File: src/rtl/misere_pkg.sv
// Shared symbols, result codes and state encodings for the Wild Misere N-in-a-row engine.
package misere_pkg;

    localparam logic [1:0] SYM_EMPTY = 2'b00;
    localparam logic [1:0] SYM_X     = 2'b01;
    localparam logic [1:0] SYM_O     = 2'b10;

    localparam logic [1:0] RES_NONE  = 2'b00;
    localparam logic [1:0] RES_P1    = 2'b01;
    localparam logic [1:0] RES_P2    = 2'b10;
    localparam logic [1:0] RES_TIE   = 2'b11;

    typedef enum logic [2:0] {S_WAIT, S_PLACE, S_SCAN, S_DRAW, S_NEXT, S_OVER} state_t;

    typedef enum logic [1:0] {DIR_H, DIR_V, DIR_D, DIR_A} dir_t;

    function automatic logic sym_legal(input logic [1:0] s);
        return (s == SYM_X) || (s == SYM_O);
    endfunction

endpackage

File: src/rtl/misere_line_scan.sv
// Sequential line walk through the last-placed cell; one board probe per cycle.
// done/loss are combinational and valid on the cycle of the deciding probe.
module misere_line_scan
    import misere_pkg::*;
#(
    parameter int BOARD_N = 3,
    parameter int WIN_LEN = 3,
    parameter int POS_W   = $clog2(BOARD_N*BOARD_N)
) (
    input  logic             clock,
    input  logic             resetn,
    input  logic             start,
    input  logic [POS_W-1:0] origin,
    input  logic [1:0]       origin_sym,
    output logic [POS_W-1:0] probe_pos,
    input  logic [1:0]       probe_sym,
    output logic             done,
    output logic             loss
);
    localparam int STEP_W = $clog2(WIN_LEN);
    localparam logic signed [5:0] N_S = 6'(BOARD_N);

    logic              busy;
    logic              side;
    dir_t              dir;
    logic [STEP_W-1:0] step;
    logic [3:0]        run;
    logic signed [5:0] org_r, org_c;
    logic signed [5:0] dr, dc, k_s, cr, cc;
    logic [7:0]        lin;
    logic              in_bounds, match, side_end, hit, last_side;

    always_comb begin
        dr = 6'sd0;
        dc = 6'sd0;
        unique case (dir)
            DIR_H: dc = 6'sd1;
            DIR_V: dr = 6'sd1;
            DIR_D: begin dr = 6'sd1;  dc = 6'sd1; end
            DIR_A: begin dr = -6'sd1; dc = 6'sd1; end
            default: ;
        endcase
        k_s = 6'(step);
        if (side) k_s = -k_s;
        cr = org_r + dr * k_s;
        cc = org_c + dc * k_s;
        in_bounds = (cr >= 6'sd0) && (cr < N_S) && (cc >= 6'sd0) && (cc < N_S);
        lin = 8'(cr[2:0]) * 8'(BOARD_N) + 8'(cc[2:0]);
        probe_pos = in_bounds ? POS_W'(lin) : '0;
        match     = in_bounds && (probe_sym == origin_sym);
        hit       = match && ((run + 4'd1) >= 4'(WIN_LEN));
        side_end  = !match || (step == STEP_W'(WIN_LEN-1));
        last_side = side && (dir == DIR_A);
        done      = busy && (hit || (side_end && last_side));
        loss      = busy && hit;
    end

    always_ff @(posedge clock) begin
        if (!resetn) begin
            busy  <= 1'b0;
            side  <= 1'b0;
            dir   <= DIR_H;
            step  <= STEP_W'(1);
            run   <= 4'd1;
            org_r <= 6'sd0;
            org_c <= 6'sd0;
        end else if (start) begin
            busy  <= 1'b1;
            side  <= 1'b0;
            dir   <= DIR_H;
            step  <= STEP_W'(1);
            run   <= 4'd1;
            org_r <= 6'(int'(origin) / BOARD_N);
            org_c <= 6'(int'(origin) % BOARD_N);
        end else if (busy) begin
            if (done) begin
                busy <= 1'b0;
            end else begin
                if (match) run <= run + 4'd1;
                if (side_end) begin
                    step <= STEP_W'(1);
                    if (!side) begin
                        side <= 1'b1;
                    end else begin
                        // run restarts at 1 for the next direction through the origin
                        side <= 1'b0;
                        dir  <= dir_t'(dir + 2'd1);
                        run  <= 4'd1;
                    end
                end else begin
                    step <= step + STEP_W'(1);
                end
            end
        end
    end

endmodule

File: src/rtl/misere_board_ctrl.sv
// Game-state engine for Wild Misere N-in-a-row: move handshake, board store, loss scan, redraw requests.
// Optional single-level undo is compiled in with MISERE_UNDO_EN.
module misere_board_ctrl
    import misere_pkg::*;
#(
    parameter  int BOARD_N = 3,
    parameter  int WIN_LEN = 3,
    localparam int POS_W   = $clog2(BOARD_N*BOARD_N),
    localparam int CNT_W   = $clog2(BOARD_N*BOARD_N+1)
) (
    input  logic             clock,
    input  logic             resetn,
`ifdef MISERE_UNDO_EN
    input  logic             undo_req,
`endif
    input  logic             move_valid,
    output logic             move_ready,
    input  logic [POS_W-1:0] move_pos,
    input  logic [1:0]       move_sym,
    output logic             move_err,
    output logic             draw_req,
    input  logic             draw_ack,
    output logic [POS_W-1:0] draw_pos,
    output logic [1:0]       draw_sym,
    input  logic [POS_W-1:0] rd_pos,
    output logic [1:0]       rd_sym,
    output logic             turn,
    output logic             game_over,
    output logic [1:0]       result,
    output logic [CNT_W-1:0] move_count
);
    localparam int CELLS = BOARD_N*BOARD_N;

    state_t           state;
    logic [1:0]       board [CELLS];
    logic [POS_W-1:0] lat_pos;
    logic [1:0]       lat_sym;
    logic             loss_flag;
    logic             move_ok;
    logic             scan_start, scan_done, scan_loss;
    logic [POS_W-1:0] probe_pos;
    logic [1:0]       probe_sym;
`ifdef MISERE_UNDO_EN
    logic             undo_avail;
    logic             undo_mode;
`endif

    assign move_ready = (state == S_WAIT);
    assign scan_start = (state == S_PLACE);
    assign probe_sym  = board[probe_pos];

    always_comb begin
        rd_sym = SYM_EMPTY;
        if (int'(rd_pos) < CELLS) rd_sym = board[rd_pos];
        move_ok = 1'b0;
        if (int'(move_pos) < CELLS)
            move_ok = sym_legal(move_sym) && (board[move_pos] == SYM_EMPTY);
    end

    misere_line_scan #(.BOARD_N(BOARD_N), .WIN_LEN(WIN_LEN), .POS_W(POS_W)) u_scan (
        .clock      (clock),
        .resetn     (resetn),
        .start      (scan_start),
        .origin     (lat_pos),
        .origin_sym (lat_sym),
        .probe_pos  (probe_pos),
        .probe_sym  (probe_sym),
        .done       (scan_done),
        .loss       (scan_loss)
    );

    always_ff @(posedge clock) begin
        if (!resetn) begin
            state      <= S_WAIT;
            for (int i = 0; i < CELLS; i++) board[i] <= SYM_EMPTY;
            lat_pos    <= '0;
            lat_sym    <= SYM_EMPTY;
            loss_flag  <= 1'b0;
            turn       <= 1'b0;
            game_over  <= 1'b0;
            result     <= RES_NONE;
            move_count <= '0;
            move_err   <= 1'b0;
            draw_req   <= 1'b0;
            draw_pos   <= '0;
            draw_sym   <= SYM_EMPTY;
`ifdef MISERE_UNDO_EN
            undo_avail <= 1'b0;
            undo_mode  <= 1'b0;
`endif
        end else begin
            move_err <= 1'b0;
            unique case (state)
                S_WAIT: begin
                    if (move_valid) begin
                        if (move_ok) begin
                            lat_pos <= move_pos;
                            lat_sym <= move_sym;
                            state   <= S_PLACE;
                        end else begin
                            move_err <= 1'b1;
                        end
                    end
`ifdef MISERE_UNDO_EN
                    else if (undo_req) begin
                        // lat_pos still holds the last accepted cell
                        if (undo_avail && (move_count != '0)) begin
                            board[lat_pos] <= SYM_EMPTY;
                            move_count     <= move_count - CNT_W'(1);
                            turn           <= ~turn;
                            draw_pos       <= lat_pos;
                            draw_sym       <= SYM_EMPTY;
                            draw_req       <= 1'b1;
                            undo_mode      <= 1'b1;
                            undo_avail     <= 1'b0;
                            state          <= S_DRAW;
                        end else begin
                            move_err <= 1'b1;
                        end
                    end
`endif
                end
                S_PLACE: begin
                    board[lat_pos] <= lat_sym;
                    move_count     <= move_count + CNT_W'(1);
                    draw_pos       <= lat_pos;
                    draw_sym       <= lat_sym;
                    loss_flag      <= 1'b0;
`ifdef MISERE_UNDO_EN
                    undo_avail     <= 1'b1;
`endif
                    state          <= S_SCAN;
                end
                S_SCAN: begin
                    if (scan_done) begin
                        loss_flag <= scan_loss;
                        draw_req  <= 1'b1;
                        state     <= S_DRAW;
                    end
                end
                S_DRAW: begin
                    if (draw_ack) begin
                        draw_req <= 1'b0;
`ifdef MISERE_UNDO_EN
                        if (undo_mode) begin
                            undo_mode <= 1'b0;
                            state     <= S_WAIT;
                        end else
`endif
                        if (loss_flag) begin
                            // loss takes precedence over a full board
                            game_over <= 1'b1;
                            result    <= turn ? RES_P1 : RES_P2;
                            state     <= S_OVER;
                        end else if (move_count == CNT_W'(CELLS)) begin
                            game_over <= 1'b1;
                            result    <= RES_TIE;
                            state     <= S_OVER;
                        end else begin
                            state <= S_NEXT;
                        end
                    end
                end
                S_NEXT: begin
                    turn  <= ~turn;
                    state <= S_WAIT;
                end
                S_OVER: ;
                default: state <= S_WAIT;
            endcase
        end
    end

endmodule

File: config.mk
export PLATFORM = sky130hd
export DESIGN_NAME = misere_board_ctrl
export DESIGN_NICKNAME = d
export VERILOG_FILES = /design/src/rtl/misere_pkg.sv /design/src/rtl/misere_line_scan.sv /design/src/rtl/misere_board_ctrl.sv
export SDC_FILE = /design/constraint.sdc
export NUM_CORES = 1
export LEC_CHECK = 0
export ABC_AREA = 1
export CORE_MARGIN = 10
export CORE_UTILIZATION = 50
export DETAILED_ROUTE_END_ITERATION = 10
export GPL_TIMING_DRIVEN = 0
export HOLD_SLACK_MARGIN = 0.12
export PLACE_DENSITY_LB_ADDON = 0.12
export SETUP_SLACK_MARGIN = 0.3
export SLEW_MARGIN = 20
export SYNTH_ARGS = -nofsm -noshare
export SYNTH_HDL_FRONTEND = slang
export SYNTH_SLANG_ARGS = --single-unit
File: constraint.sdc
create_clock -name clock -period 6.6 [get_ports clock]
set_clock_uncertainty 0.15 [all_clocks]
set_input_delay 1.32 -clock clock [delete_from_list [all_inputs] [get_ports clock]]
set_output_delay 1.32 -clock clock [all_outputs]
set_load 0.03 [all_outputs]
==> summary.md, run 1 <==
| Metric | Value |
|---|---|
| DRT iter0 DRCs | 345 |
| Simple-Gate Fraction of Synth Area | 29.04% |
| Grt ovf | 0 |
| YS warnings | 0 |
| CP max-delay cell | fa_2 |
| Worst reg-to-reg setup slack | 0.73 ns |
| Worst skew pair latency | 0.36 ns |
| Die width | 120.0 um |
| Most frequent cells in the layout | nand2_1, inv_1, nor2_1, nand3_1, dfxtp_1 |
| Worst VDD drop | 0.3405 mV |
| Sequential fraction of design power | 24.1% |
| Row count | 36 |
| Vias | 4308 |
| Port bufs | 30 |
| TritonCTS clock tree | yes |
| Final Cycle Share | 89.00% |
| Max-cap check violation count | 0 |
| Main combinational cell family by area after synthesis | simple AND/OR/NAND/NOR gates |
| Worst Hold End | u_scan.org_r[0] |
| Tot GR Track Use | 16.64% |
| Clk slew on worst S/H paths | 0.09 ns |
| RePlAce Congestion | 0.9491 |
| Switching share of power | 49.94% |
| Routed vias/inst | 5.279 |
| Post-synthesis net count | 700 |
| H-tree Lvls | 3 |
| Setup Total Neg Slack | 0 ns |
| WP data arrival | 5.94 ns |
| Sequential Area | 1862 um^2 |
| Xor/xnor share of the synthesized area | 1.927% |
| Setup slack after layout | 0.7262 ns |
| Clk pwr share | 12.9% |
| DP Wirelength | 9.430 mm |
| Initial antenna violation count | 0 |
| CP max FO | 10 |
| Share of cells above drive strength 1 | 8.053% |
| Synthesized area per cell | 7.847 um^2 |
| Status | completed |
| Synthesis-to-finish area growth | 13.47% |
| Syn Inst Count | 637 |
| Worst hold start | u_scan.org_r[0] |
| Yosys reg bits | 77 |
| R2r worst-path depth | 32 |
| Detail Route Antenna Nets | 0 |
| DR WL/cell | 14.58 um |
| Max-slew headroom | 60.45% |
| TritonCTS Buffers | 9 |
| CP required | 6.67 ns |
| DRC errors left | 0 |
| Pre-CTS WS | 0.3390 ns |
| Multi-input gate area | 2746 um^2 |
| DIE HEIGHT | 120.0 um |
| TritonRoute pass-1 iters | 5 |
| Startpoint types | flip-flop |
| Post-Synth Adder-Cell Area | 13.62% |
| Leakage | 0.002567 uW |
| Largest net degree at the start of global routing | 14 |
| Worst Hold Class | reg2reg |
| Final Hold Viols | 0 |
| PD cells | 426.5 nW/um^2 |
| Internal power | 1211 uW |
| Primary FF master, synth | dfxtp_1 |
| Compound-gate portion of the synthesized area | 9.512% |
| Peak Freq | 0.1702 GHz |
| Ant diodes | 0 |
| CP Class | reg2reg |
| Root Buffer | clkbuf_8 |
| Slowest Stage Delay on Critical Path | 0.60 ns |
| Top cell type's share of synthesized area | 19.22% |
| Unrepaired setup endpoints after global routing | no |
| Initial Utilization | 51.14% |
| Minimum clock period | 5.874 ns |
| Worst R2R End | u_scan.run[0] |
| First-pass GRT wire length | 19.93 mm |
| Synth cell types | 44 |
| # nets final | 741 |
| Final slew viol count | 0 |
| Share of synthesized flip-flops with an asynchronous set or reset | 0% |
| Measured slew at the worst slew-check pin | 0.5911 ns |
| Die ar. | 14400 um^2 |
| Synth area leader | edfxtp_1 |
| # fillers | 925 |
| Synth area leaders | edfxtp_1, dfxtp_1, ha_1 |
| Reg-to-reg startpoint | u_scan.step[0] |
| Core Area | 9774 um^2 |
| Hold depth | 2 |
| Final setup vio count | 0 |
| Total Power | 2419 uW |
| Cell area after synthesis | 4999 um^2 |
| Total Wirelength | 11.90 mm |
| CP endpoint kind | flip-flop |
| Combinational fraction of design power | 63.0% |
| I/O pins | 33 |
| Post-synthesis mux area share | 0.2003% |
| Commonest non-fill, non-tap cell in the layout | nand2_1 |
| Post-synth EDFFs | 32 |
| CTS sink cnt | 77 |
| Number of global-route vias before repair | 4290 |
| Post-synthesis sequential area ratio | 37.25% |
| Max Buffers Root-to-Sink | 2 |
| Sw power | 1208 uW |
-- worst max-delay path by stage --
| stage | slack, ns | startpoint | to |
|---|---|---|---|
| CTS | 0.33 | u_scan.step[0] | u_scan.run[0] |
| detailed placement | 0.34 | u_scan.step[0] | u_scan.run[0] |
| finish | 0.73 | u_scan.step[0] | u_scan.run[0] |
| global placement | 0.37 | u_scan.step[0] | u_scan.run[0] |
| floorplan | 1.24 | u_scan.step[0] | u_scan.run[0] |
| global route | 0.34 | u_scan.step[0] | u_scan.run[0] |
-- layer usage --
layer / GRT usage, % / vias up / part of all wire (%)
met2: 27.41 / 77 / 48
met3: 2.766 / 22 / 4.4
li1: - / 2185 / -
met4: 6.033 / 0 / 1.9
met1: 21.50 / 2024 / 45
met5: 0 / - / 0
-- power by group through the flow --
stage / registers (uW) / clock network [uW] / logic, uW
after floorplan: 592 / 0 / 1120
after global placement: 592 / 0 / 1440
after detailed placement: 594 / 0 / 1450
after CTS: 584 / 315 / 1450
after global routing: 591 / 334 / 1680
final: 584 / 312 / 1520
-- stage by stage --
step / instances / hold WS [ns] / area, um^2 / util, %
floorplan: 637 / 0.2825 / 4999 / -
global placement: 800 / 0.3011 / 5465 / 55.91
detailed placement: 800 / 0.3009 / 5465 / 55.91
CTS: 816 / 0.3131 / 5633 / 57.63
global route: 816 / 0.3405 / 5672 / 58.03
finish: 816 / 0.3128 / 5672 / 58.03
-- synth_stat cells (4+ instances only) --
cell type and instances:
edfxtp_1 32, inv_1 88, nand2_2 10, fa_1 9
o21ai_0 38, nand4_1 12, dfxtp_1 45, nor2_4 4
clkbuf_1 10, a21oi_1 22, nand2_1 131, xor2_1 8
ha_1 40, nand3_1 45, nand3_2 7, nor2_1 75
nor3_1 15
-- logic make-up (layout without fill, tap and decap cells) --
group / count (synthesis) / after routing
AOI/OAI and AO/OA: 83 / 83
adders and majority gates: 49 / 49
muxes: 1 / 1
buffers and inverters: 107 / 153
and+or+nand+nor: 309 / 309
DFF: 77 / 77
xor gates and xnor gates: 11 / 11
-- what timing repair did --
item / CTS / global route
gates resized for setup: 0 / 9
endpoints found under the setup margin: 0 / 14
setup buffers: 0 / 0
endpoints found under the hold margin: 0 / 0
hold buffers: 0 / 0
-- worst max-delay path, delay by kind of cell (launching register included) --
family	cells	cell delay (ns)
DFF	1	0.34
buffers and inverters	5	0.54
and+or+nand+nor	20	2.00
AOI/OAI and AO/OA	1	0.20
adders and majority gates	6	2.50
-- final cells by class --
| type | count | share of cell area, % |
|---|---|---|
| clock inverters | 5 | 0.6398 |
| well taps | 133 | 2.934 |
| inverters | 92 | 6.133 |
| repair buffers | 30 | 5.295 |
| multi-input cells | 453 | 48.42 |
| clock buffers | 11 | 2.316 |
| plain buffers | 15 | 1.434 |
| flip-flops and latches | 77 | 32.83 |
-- sequential cells by signal (all words and copies together), names as in the netlist --
signal and count:
game_over 1, board 32, turn 1, lat_pos 4
u_scan.org_c 6, move_count 4, loss_flag 1, draw_pos 4
u_scan.org_r 3, u_scan.step 2, move_err 1, u_scan.dir 2
draw_req 1, u_scan.side 1, u_scan.run 4, u_scan.busy 1
state 3, lat_sym 2, draw_sym 2, result 2
Power figures use the tool's default switching activity.
==> run 2, diff against run 1 <==
--- a/config.mk
+++ b/config.mk
@@ -9,7 +9,6 @@
 export CORE_MARGIN = 10
 export CORE_UTILIZATION = 50
 export DETAILED_ROUTE_END_ITERATION = 10
-export GPL_TIMING_DRIVEN = 0
 export HOLD_SLACK_MARGIN = 0.12
 export PLACE_DENSITY_LB_ADDON = 0.12
 export SETUP_SLACK_MARGIN = 0.3
==> run 2 against run 1 <==
  * Combinational power hardly changed
  * Utilization is 0.090 points lower
  * Power increased by 0.95%
  * Routed wire length up 0.63%
  * Largest power group unchanged
  * Clock power is 12% higher
==> summary.md, run 2 (synthesis results as in run 1) <==
| Metric | Value |
|---|---|
| Worst Hold Class | reg2reg |
| Max-slew headroom | 57.49% |
| Startpoint types | flip-flop |
| Worst VDD drop | 0.2790 mV |
| # nets final | 733 |
| Number of global-route vias before repair | 4099 |
| Initial antenna violation count | 0 |
| CP endpoint kind | flip-flop |
| Final core utilization | 57.94% |
| Peak Freq | 0.1690 GHz |
| Grt ovf | 0 |
| # fillers | 921 |
| Biggest regs | board x32, u_scan.org_c x6 |
| Largest delay share family, worst path | adder cells |
| Final hold slack | 0.3157 ns |
| H-tree Lvls | 3 |
| Die width | 120.0 um |
| CTS sink cnt | 77 |
| Most frequent CP cell | nand3_1 |
| TritonRoute pass-1 iters | 5 |
| Total Wirelength | 11.97 mm |
| CP max-delay cell | fa_1 |
| Measured slew at the worst slew-check pin | 0.6369 ns |
| Ant diodes | 0 |
| Core Area | 9774 um^2 |
| Routed vias/inst | 5.267 |
| Leakage | 0.002576 uW |
| First-pass GRT wire length | 19.78 mm |
| Synthesis-to-finish area growth | 13.29% |
| Final setup vio count | 0 |
| Root Buffer | clkbuf_8 |
| Detail Route Antenna Nets | 0 |
| Final Cycle Share | 89.65% |
| TritonCTS clock tree | yes |
| TritonCTS Buffers | 9 |
| Minimum clock period | 5.917 ns |
| CP required | 6.66 ns |
| Share of cells above drive strength 1 | 8.000% |
| Setup Total Neg Slack | 0 ns |
| DRC errors left | 0 |
| WP data arrival | 5.97 ns |
| Worst skew pair latency | 0.34 ns |
| Slowest Stage Delay on Critical Path | 0.63 ns |
| Clk slew on worst S/H paths | 0.08 ns |
| Final slew viol count | 0 |
| PD cells | 431.2 nW/um^2 |
| Die ar. | 14400 um^2 |
| DIE HEIGHT | 120.0 um |
| Max Buffers Root-to-Sink | 2 |
| DRT iter0 DRCs | 309 |
| Max-cap check violation count | 0 |
| Vias | 4256 |
| DR WL/cell | 14.82 um |
| DP Wirelength | 9.358 mm |
| Status | completed |
| CP Class | reg2reg |
| Tot GR Track Use | 16.63% |
| CP max FO | 6 |
| Row count | 36 |
| Hold_buf cts | 0 |
| Port bufs | 32 |
| Bufs and invs on worst path | 5 |
| Commonest non-fill, non-tap cell in the layout | nand2_1 |
| Initial Utilization | 51.14% |
| Final Hold Viols | 0 |
| I/O pins | 33 |
| Most frequent cells in the layout | nand2_1, inv_1, nor2_1, nand3_1, dfxtp_1 |
| Register with the most flip-flops | board |
| Largest net degree at the start of global routing | 26 |
| RePlAce Congestion | 0.8447 |
| Unrepaired setup endpoints after global routing | no |
| Flip-flop count of the largest register after layout | 32 |
-- run 2: changes by cell type in the layout (fill, tap and decap cells not counted), moves of 2 or more --
| cell | previous run | this run |
|---|---|---|
| buf_4 | 0 | 5 |
| clkdlybuf4s50_1 | 30 | 32 |
| clkbuf_1 | 12 | 1 |
| buf_2 | 2 | 0 |
-- run 2: cell type report --
| cell class | count | area, um^2 | share of cell area, % |
|---|---|---|---|
| clock inverters | 6 | 62.56 | 1.105 |
| repair buffers | 37 | 357.8 | 6.319 |
| well taps | 133 | 166.4 | 2.939 |
| multi-input cells | 453 | 2739 | 48.37 |
| flip-flops and latches | 77 | 1862 | 32.88 |
| clock buffers | 10 | 127.6 | 2.254 |
| inverters | 92 | 347.8 | 6.142 |
-- run 2: path summary, 6_finish.rpt --
path,slack [ns],to,startpoint,depth (start not counted)
setup / recovery,0.68,u_scan.run[0],u_scan.step[0],32
hold / removal,0.32,u_scan.org_c[1],u_scan.org_c[1],2
setup reg to reg,0.68,u_scan.run[0],u_scan.step[0],32
hold reg to reg,0.32,u_scan.org_c[1],u_scan.org_c[1],2
-- run 2: metal layers --
metal / GRT usage (%) / share of wire [%]
met2: 26.82 / 46
met4: 5.204 / 1.6
met1: 21.75 / 48
met3: 3.610 / 4.7
met5: 0 / 0
-- run 2: worst register-to-register path: cells and delay by family (launching register included) --
family / cells / cell delay (ns)
AND/OR/NAND/NOR: 20 / 2.01
flip-flops: 1 / 0.34
buffers and inverters: 5 / 0.54
adder cells (fa/ha/maj): 6 / 2.51
AO/OA/AOI/OAI: 1 / 0.20
-- run 2: repair_timing --
item / in CTS / in global routing
resized for setup: 0 / 5
pin swaps: 1 / 4
buffers inserted: 3 / 1
setup endpoints to repair: 7 / 14
-- run 2: per-stage QoR --
stage | setup WS [ns] | instance area [um^2] | std cells | total power, uW
floorplan | 1.245 | 4999 | 637 | 1713
global placement | 0.3842 | 5418 | 788 | 1942
detailed placement | 0.2230 | 5418 | 788 | 1975
CTS | 0.3267 | 5630 | 807 | 2390
global route | 0.2658 | 5663 | 808 | 2641
finish | 0.6833 | 5663 | 808 | 2442
-- run 2: power breakdown --
group / switching, uW / total [uW] / leakage [uW] / internal, uW
Sequential: 44.9 / 584 / 0.000680 / 539
Combinational: 991 / 1510 / 0.00181 / 519
Clock: 174 / 348 / 0.0000903 / 174
Total: 1210 / 2440 / 0.00258 / 1230
